===== config.mk =====
export PLATFORM = sky130hd
export DESIGN_NAME = bcd_convert_scheduler
export DESIGN_NICKNAME = d
export VERILOG_FILES = /design/src/rtl/bcd_convert_scheduler.sv
export SDC_FILE = /design/constraint.sdc
export NUM_CORES = 1
export LEC_CHECK = 0
export ABC_AREA = 1
export CAP_MARGIN = 10
export CORE_UTILIZATION = 35
export DETAILED_ROUTE_END_ITERATION = 8
export GPL_TIMING_DRIVEN = 0
export PLACE_DENSITY = 0.73
export RECOVER_POWER = 100
export SLEW_MARGIN = 20
export SYNTH_ARGS = -nofsm -noshare
export SYNTH_HDL_FRONTEND = slang
export SYNTH_SLANG_ARGS = --single-unit

===== constraint.sdc =====
create_clock -name clk -period 2.65 [get_ports clk]
set_clock_uncertainty 0.15 [all_clocks]
set_input_delay 0.265 -clock clk [delete_from_list [all_inputs] [get_ports clk]]
set_output_delay 0.265 -clock clk [all_outputs]
set_load 0.05 [all_outputs]

===== src/rtl/bcd_convert_scheduler.sv =====
// Round-robin scheduler that time-shares one combinational bin_2_bcd converter
// between NUM_CH requesters and captures the BCD digits into per-channel display registers.
module bcd_convert_scheduler #(
    parameter int unsigned NUM_CH   = 3,
    parameter int unsigned CONV_LAT = 1
) (
    input  logic                 clk,
    input  logic                 rst,
    input  logic [NUM_CH-1:0]    req_valid,
    input  logic [NUM_CH*12-1:0] req_bin,
    output logic [NUM_CH-1:0]    req_ready,
    output logic [11:0]          conv_bin,
    input  logic [3:0]           conv_huns,
    input  logic [3:0]           conv_tens,
    input  logic [3:0]           conv_ones,
    output logic [NUM_CH*12-1:0] disp_bcd,
    output logic [NUM_CH-1:0]    disp_ovf,
    output logic [NUM_CH-1:0]    done,
    output logic                 busy
);

    localparam int unsigned BIN_W = 12;
    localparam int unsigned CH_W  = (NUM_CH > 1) ? $clog2(NUM_CH) : 1;
    localparam int unsigned CNT_W = (CONV_LAT > 1) ? $clog2(CONV_LAT) : 1;
    localparam int unsigned SUM_W = CH_W + 1;
    localparam logic [BIN_W-1:0] MAX_DEC = BIN_W'(999);

    typedef enum logic [1:0] {
        IDLE = 2'd0,
        WAIT = 2'd1,
        CAPT = 2'd2
    } state_e;

    state_e                  state_q,    state_d;
    logic [CH_W-1:0]         rr_ptr_q,   rr_ptr_d;
    logic [CH_W-1:0]         chan_q,     chan_d;
    logic [CNT_W-1:0]        cnt_q,      cnt_d;
    logic                    ovf_r_q,    ovf_r_d;
    logic                    busy_q,     busy_d;
    logic [BIN_W-1:0]        conv_bin_q, conv_bin_d;
    logic [NUM_CH*BIN_W-1:0] disp_bcd_q, disp_bcd_d;
    logic [NUM_CH-1:0]       disp_ovf_q, disp_ovf_d;
    logic [NUM_CH-1:0]       done_q,     done_d;

    logic                    grant_vld_c;
    logic [CH_W-1:0]         grant_idx_c;
    logic [BIN_W-1:0]        grant_bin_c;
    logic [SUM_W-1:0]        idx_sum_c;

    // First requester at or after rr_ptr, wrapping modulo NUM_CH
    always_comb begin
        grant_vld_c = 1'b0;
        grant_idx_c = '0;
        idx_sum_c   = '0;
        for (int unsigned k = 0; k < NUM_CH; k++) begin
            idx_sum_c = {1'b0, rr_ptr_q} + SUM_W'(k);
            if (idx_sum_c >= SUM_W'(NUM_CH)) begin
                idx_sum_c = idx_sum_c - SUM_W'(NUM_CH);
            end
            if (!grant_vld_c && req_valid[idx_sum_c[CH_W-1:0]]) begin
                grant_vld_c = 1'b1;
                grant_idx_c = idx_sum_c[CH_W-1:0];
            end
        end
        grant_bin_c = req_bin[32'(grant_idx_c)*BIN_W +: BIN_W];
    end

    always_comb begin
        req_ready = '0;
        if (state_q == IDLE && grant_vld_c) begin
            req_ready[grant_idx_c] = 1'b1;
        end
    end

    always_comb begin
        state_d    = state_q;
        rr_ptr_d   = rr_ptr_q;
        chan_d     = chan_q;
        cnt_d      = cnt_q;
        ovf_r_d    = ovf_r_q;
        conv_bin_d = conv_bin_q;
        disp_bcd_d = disp_bcd_q;
        disp_ovf_d = disp_ovf_q;
        done_d     = '0;

        case (state_q)
            IDLE: begin
                if (grant_vld_c) begin
                    conv_bin_d = grant_bin_c;
                    chan_d     = grant_idx_c;
                    ovf_r_d    = (grant_bin_c > MAX_DEC);
                    cnt_d      = '0;
                    rr_ptr_d   = (grant_idx_c == CH_W'(NUM_CH - 1)) ? '0
                                                                    : grant_idx_c + CH_W'(1);
                    state_d    = WAIT;
                end
            end
            WAIT: begin
                cnt_d = cnt_q + CNT_W'(1);
                if (cnt_q == CNT_W'(CONV_LAT - 1)) begin
                    state_d = CAPT;
                end
            end
            CAPT: begin
                // Out-of-range values show all-F instead of invalid BCD digits
                disp_bcd_d[32'(chan_q)*BIN_W +: BIN_W] = ovf_r_q ? {BIN_W{1'b1}}
                                                                 : {conv_huns, conv_tens, conv_ones};
                disp_ovf_d[chan_q] = ovf_r_q;
                done_d[chan_q]     = 1'b1;
                state_d            = IDLE;
            end
            default: begin
                state_d = IDLE;
            end
        endcase

        busy_d = (state_d != IDLE);
    end

    always_ff @(posedge clk) begin
        if (rst) begin
            state_q    <= IDLE;
            rr_ptr_q   <= '0;
            chan_q     <= '0;
            cnt_q      <= '0;
            ovf_r_q    <= 1'b0;
            busy_q     <= 1'b0;
            conv_bin_q <= '0;
            disp_bcd_q <= '0;
            disp_ovf_q <= '0;
            done_q     <= '0;
        end else begin
            state_q    <= state_d;
            rr_ptr_q   <= rr_ptr_d;
            chan_q     <= chan_d;
            cnt_q      <= cnt_d;
            ovf_r_q    <= ovf_r_d;
            busy_q     <= busy_d;
            conv_bin_q <= conv_bin_d;
            disp_bcd_q <= disp_bcd_d;
            disp_ovf_q <= disp_ovf_d;
            done_q     <= done_d;
        end
    end

    assign conv_bin = conv_bin_q;
    assign disp_bcd = disp_bcd_q;
    assign disp_ovf = disp_ovf_q;
    assign done     = done_q;
    assign busy     = busy_q;

endmodule

==> run metrics, run 1 <==
status=finished clean; ys flop type=dfxtp_1; mux share of post-synthesis cell area=0; clock tree buffer depth=2; post-route insts no fill=around 770; CTS Buf Count=9; Avg Inst Size Synth=about 6.7 um2; hold buffers post-CTS=0; Synth Area in Compound Gates=0.171; Final Hold Viols=0; clk root buf=clkbuf_8; post-DR wirelength/cell=13.8 um; Placer Congestion=about 0.9; Post-synth ARST share=0; crit path buf inv count=3; H-tree levels=3; DR iter-0 viols=roughly 230; number of global-route vias before repair=3581; first-pass GRT wire length=17200 um; Leak=roughly 2.2 nW; clk sinks=between 60 and 70; Simple-Gate Fraction of Synth Area=0.347; critical-path maximum fanout=3; Worst-Margin Slew=643 ps; share of layout cells above drive strength 1=0.146; clock-pin slew on the worst setup and hold paths=80 ps; number of flops mapped to enable cells by yosys=0; Design Area, Final=5000 um2; routed via count=about 3800; Max-slew headroom=0.571; max-slew violation count=0; Worst setup EP type=output pin; Initial Util=0.363; TritonCTS clock tree=built; largest net degree at the start of global routing=14; Die Area=roughly 10000 um2; Hold/Removal Path Class=primary input to register; Worst path slowest cell=dfxtp_4; Diodes inserted=0; Syn Std Cell Area=approximately 3400 um2; max cap viols=0; Tot GR Track Use=0.219; Cell Chain, Critical Path=buf_4 > ha_1 > o21ai_2 > buf_4 > nand3_1 > nand3_1 > o21ai_0 > nor2_1 > buf_6; post-detailed-route count of antenna-violating nets=0; top cell family by delay on the critical path=buffers and inverters; placed cell areas=between 4000 and 5000 um2; antenna violations before repair=0; total congestion overflow=0; startpoint types=register; fill count=about 900; adder-cell share of the synthesized area=0.0371; number of top-level pins=between 100 and 150; Period minus WS final=roughly 2600 ps; required time worst endpoint=2240 ps; multi-input logic area=1940 um2; placed cells=between 700 and 800; DRC=0; Finished Core Util=0.538; Synth Area in XOR/XNOR=0; IO Port Bufs=between 100 and 150; final setup fails=0; Synthesis Warnings=0; Die X=about 100 um; Power Density=1160 nW/um2; Final Cycle Share=0.989; critical path class=register to output pin; syn nets=approximately 560; fmax=382 MHz; critical path data arrival time=~2200 ps; Final HPWL DP=about 8000 um; Die Span Y=~100 um; number of nets in the layout=just under 700; Seq/Total Area, Yosys=0.374; area occupied by registers=about 1300 um2; critical path's largest stage delay=~360 ps; # rows=35; flop and latch count out of synthesis=63; internal reg-to-reg setup slack=around 120 ps; Std-Cell Core Area=9280 um2; routed vias/inst=4.94; P&R area growth vs syn=48.3%; post-synth cell types=35; Post-Synthesis Cells=500; WHS=260 ps; final WL=about 11000 um; drt pass-1 iters=5; largest family of logic cells by synthesized area=simple AND/OR/NAND/NOR gates; Worst-Skew Late Latency=350 ps; VDD IR max=just over 0.0009 V
[Yosys cell counts, types with 6 or more instances]
cell	n	area, um2
inv_1	36	135
o21ai_1	7	35.0
a21oi_1	51	255
nor2_1	64	240
nand3_1	40	200
nor2_2	6	37.5
buf_2	6	30.0
o21ai_0	27	135
dfxtp_1	63	1260
nand2_2	6	37.5
nand2_1	123	462
ha_1	10	125
clkbuf_1	12	45.0
[repair_timing]
action | CTS | global route
endpoints found under the setup margin | 38 | 38
buffers inserted | 5 | 9
hold endpoints to repair | 0 | 0
resized for setup | 32 | 19
pin swaps | 4 | 9
[metal layers]
metal | track usage | part of all wire | up-vias
li1 | - | - | 1912
met1 | 0.304 | 0.47 | 1747
met5 | 0 | 0 | -
met4 | 0.100 | 0.024 | 0
met3 | 0.0348 | 0.049 | 18
met2 | 0.332 | 0.45 | 113
[where the power goes]
group          total, mW  internal, mW  leakage (nW)  switching [mW]
clock              0.780         0.350        0.0906           0.430
combinational       3.79          1.27          1.55            2.52
sequential          1.22          1.12         0.515           0.105
total               5.79          2.74          2.15            3.05
[kinds of logic (layout without fill, tap and decap cells)]
logic type,count (synthesis),in the layout
AOI/OAI and AO/OA,105,105
adders and majority gates,10,10
buffers and inverters,61,199
DFF,63,63
and+or+nand+nor,261,261
[flip-flops by register name, indices dropped and copies added, names as in the netlist]
register,flops
busy,1
chan_q,2
cnt_q,1
conv_bin,12
disp_bcd,36
disp_ovf,3
done,3
ovf_r_q,1
rr_ptr_q,2
state_q,2
[area by class of cell]
class	count	area share
sequential	63	0.254
tap	129	0.0323
buffer	18	0.0170
multi-input combinational	376	0.388
clock inverter	7	0.0113
clock buffer	9	0.0248
timing repair buffer	123	0.240
inverter	42	0.0323
[final timing paths]
check / startpoint / to / cells after the start
max: rr_ptr_q[0] / req_ready[1] / 9
min: rst / disp_bcd[9] / 4
max reg2reg: rr_ptr_q[0] / ovf_r_q / 15
min reg2reg: disp_bcd[1] / disp_bcd[1] / 2
[worst register-to-register path, cell delays in order (launching register included)]
cell and delay [ps]:
dfxtp_4 360, buf_4 140, ha_1 240, o21ai_2 220, nand2_4 120, buf_4 150, nand4_1 110, nand3_1 110
buf_2 210, nand2_1 90, nand2_1 60, nor2_2 120, nand2_1 80, nor2_1 110, nand2_1 70, a21oi_2 110
[placed cells by master (no fill, tap or decap), types with 8 or more instances in the layout]
cell / instances
dfxtp_1: 60
nor2_2: 8
dlygate4sd3_1: 55
o21ai_1: 10
nand2_2: 8
clkbuf_8: 9
nand3_1: 39
buf_4: 14
a21oi_1: 51
o21ai_0: 24
inv_1: 33
nor2_1: 60
clkdlybuf4s50_1: 51
clkbuf_1: 11
nand2_1: 121
[per-stage QoR]
stage	setup WS, ps	power, mW	TNS (ps)
after CTS	6.85	5.58	0
final	28.8	5.79	0
after global routing	-46.8	6.24	-149
after floorplan	105	3.70	0
after detailed placement	-491	4.64	-6880
after global placement	-490	4.62	-6350
Note: power is estimated with default switching activity, not from simulation.
==> run 2: changes to the inputs <==
PLACE_DENSITY = 0.75   (was 0.73)
clock period = 2.2 ns   (was 2.65 ns; I/O delays follow)
==> run 2 against run 1 <==
  * Global-route usage grew 1.5 points
  * Register-to-register slack lost 380 ps
  * Total power grew 53%
  * Worst hold slack lost 56 ps
  * Critical path type unchanged
  * Non-clock buffer count grew 29
  * First-iteration DRC count grew 12%
  * Final cell count grew 3.9%
  * Count of clock-buffer cells in the layout is the same
  * Core utilization grew 7.4 points
  * Sequential share of layout area shrank 3.0 points
  * Die area is the same
  * Clock power grew 47%
  * The flow now finishes with violations (negative setup slack)
==> run metrics, run 2 (synthesized netlist as in run 1, its figures left out) <==
clk root buf=clkbuf_8; critical path data arrival time=2100 ps (-110 ps); antenna violations before repair=0 (unchanged); Period minus WS final=between 2000 and 2500 ps; fill count=815 (-11%); Final HPWL DP=8090 um (+0.80%); Finished Core Util=0.613 (+0.0744); violated checks=negative setup slack; max-slew violation count=0 (unchanged); post-DR wirelength/cell=15.2 um (+10%); VDD IR max=0.00119 V (+32%); Final Cycle Share=1.12; CTS Buf Count=9 (unchanged); worst hold start=rst; startpoint types=register; P&R area growth vs syn=68.8%; first-pass GRT wire length=18000 um (+5.1%); critical-path maximum fanout=6 (+3); Max-slew headroom=0.599 (+0.0275); number of nets in the layout=726 (+4.3%); Leak=2.42 nW (+12%); RSZ-0062 raised after global routing=yes; max FFs per register=36 (unchanged); Std-Cell Core Area=9280 um2 (unchanged); internal reg-to-reg setup slack=-260 ps (-380 ps); most frequent cells in the layout=110 x nand2_1, 60 x dfxtp_1, 55 x nor2_1, 55 x dlygate4sd3_1, 51 x clkdlybuf4s50_1; Worst-Skew Late Latency=370 ps (+20 ps); post-route setup slack=-275 ps (-303 ps); Tot GR Track Use=0.233 (+0.0145); clock-pin slew on the worst setup and hold paths=80 ps (about the same); final WL=12100 um (+15%); largest net degree at the start of global routing=14 (unchanged); DRC=0 (unchanged); hold path depth=4 (unchanged); Hold/Removal Path Class=primary input to register; # rows=35 (unchanged); Die X=100 um (unchanged); Initial Util=0.363 (unchanged); Die Span Y=100 um (unchanged); Worst-Margin Slew=599 ps (-43.4 ps); Worst setup EP type=output pin; clock tree buffer depth=2 (unchanged); H-tree levels=3 (unchanged); Setup TNS=-2480 ps (-2480 ps); total congestion overflow=0 (unchanged); required time worst endpoint=1830 ps (-410 ps); drt pass-1 iters=8 (+3); routed vias/inst=5.13 (+3.8%); Placer Congestion=0.954 (+7.4%); Hold EP=disp_bcd[9]; TritonCTS clock tree=built; number of top-level pins=111 (unchanged); WHS=204 ps (-56.4 ps); Diodes inserted=0 (unchanged); max cap viols=0 (unchanged); final setup fails=17 (+17); Reg-to-Reg Start=rr_ptr_q[0]; fmax=between 400 and 500 MHz; Die Area=10000 um2 (unchanged); FF-to-FF path depth=18 (+3); share of layout cells above drive strength 1=0.262 (+0.116); DR iter-0 viols=261 (+12%); number of global-route vias before repair=3779 (+5.5%); worst flop-to-flop path endpoint=ovf_r_q; critical path class=register to output pin; post-detailed-route count of antenna-violating nets=0 (unchanged); Power Density=1560 nW/um2 (+34%); IO Port Bufs=109 (unchanged); Final Hold Viols=0 (unchanged); status=complete, but fails checks; routed via count=4086 (+7.8%); most common cell after layout, fill and taps aside=nand2_1; clk sinks=63 (unchanged)
## run 2: worst max path at each step
stage | from | to | slack (ps) | cells after the start
after floorplan | rr_ptr_q[1] | req_ready[0] | 10 | 11
after global routing | rr_ptr_q[0] | ovf_r_q | -370 | 18
final | rr_ptr_q[0] | req_ready[2] | -270 | 12
after CTS | rr_ptr_q[0] | req_ready[2] | -220 | 12
after global placement | req_valid[2] | req_ready[0] | -890 | 10
after detailed placement | req_valid[2] | req_ready[0] | -900 | 10
## run 2: cell type report
cell class / instances / area (um2) / area share
clock buffers: 9 / 124 / 0.0218
flip-flops and latches: 63 / 1270 / 0.224
plain buffers: 17 / 100 / 0.0176
well taps: 129 / 161 / 0.0284
inverters: 42 / 189 / 0.0332
multi-input cells: 376 / 2250 / 0.396
repair inverters: 1 / 5.00 / 0.000880
clock inverters: 7 / 96.3 / 0.0169
repair buffers: 153 / 1490 / 0.261
## run 2: power by group
group          switching [mW]  internal [mW]
registers               0.148           1.35
logic                    3.76           2.45
clock network           0.513          0.641
total                    4.42           4.44
## run 2: stage by stage
step                cell area, um2  cells  power (mW)  setup slack [ps]
detailed placement            4660    738        5.69              -898
floorplan                     3400    500        4.53              11.6
CTS                           5300    780        7.85              -224
finish                        5690    797        8.86              -275
global route                  5690    797        9.33              -365
global placement              4660    738        5.64              -888
## run 2: layer usage
metal,routed length (um),vias to the layer above,track usage
li1,-,1970,-
met1,5180,1905,0.295
met2,5790,175,0.375
met3,804,36,0.0669
met4,338,0,0.0936
met5,0,-,0
## run 2: worst max-delay path, cell delays in order, from the launching register on
cell     delay [ps]
dfxtp_4         380
inv_4            40
ha_4            320
inv_6            60
nand2_4          60
nand3_4          90
nand2_4         100
nand3_4         120
nor2_4          130
nor2_4           70
buf_6           130
nor2_4           80
buf_8           150
## run 2: what timing repair did
| action | in CTS | in global routing |
|---|---|---|
| buffers inserted | 26 | 19 |
| cloned | 1 | 0 |
| hold buffers | 0 | 0 |
| pin swaps | 19 | 33 |
| gates resized for setup | 90 | 63 |
| endpoints found under the setup margin | 55 | 53 |
==> run 3: changes to the inputs <==
CAP_MARGIN = unset   (was 10)
CTS_CLUSTER_SIZE = 30   (was unset)
SLEW_MARGIN = 15   (was 20)
==> results of run 3 <==
Same layout as run 2: the final DEF is identical, and so are final timing and power.
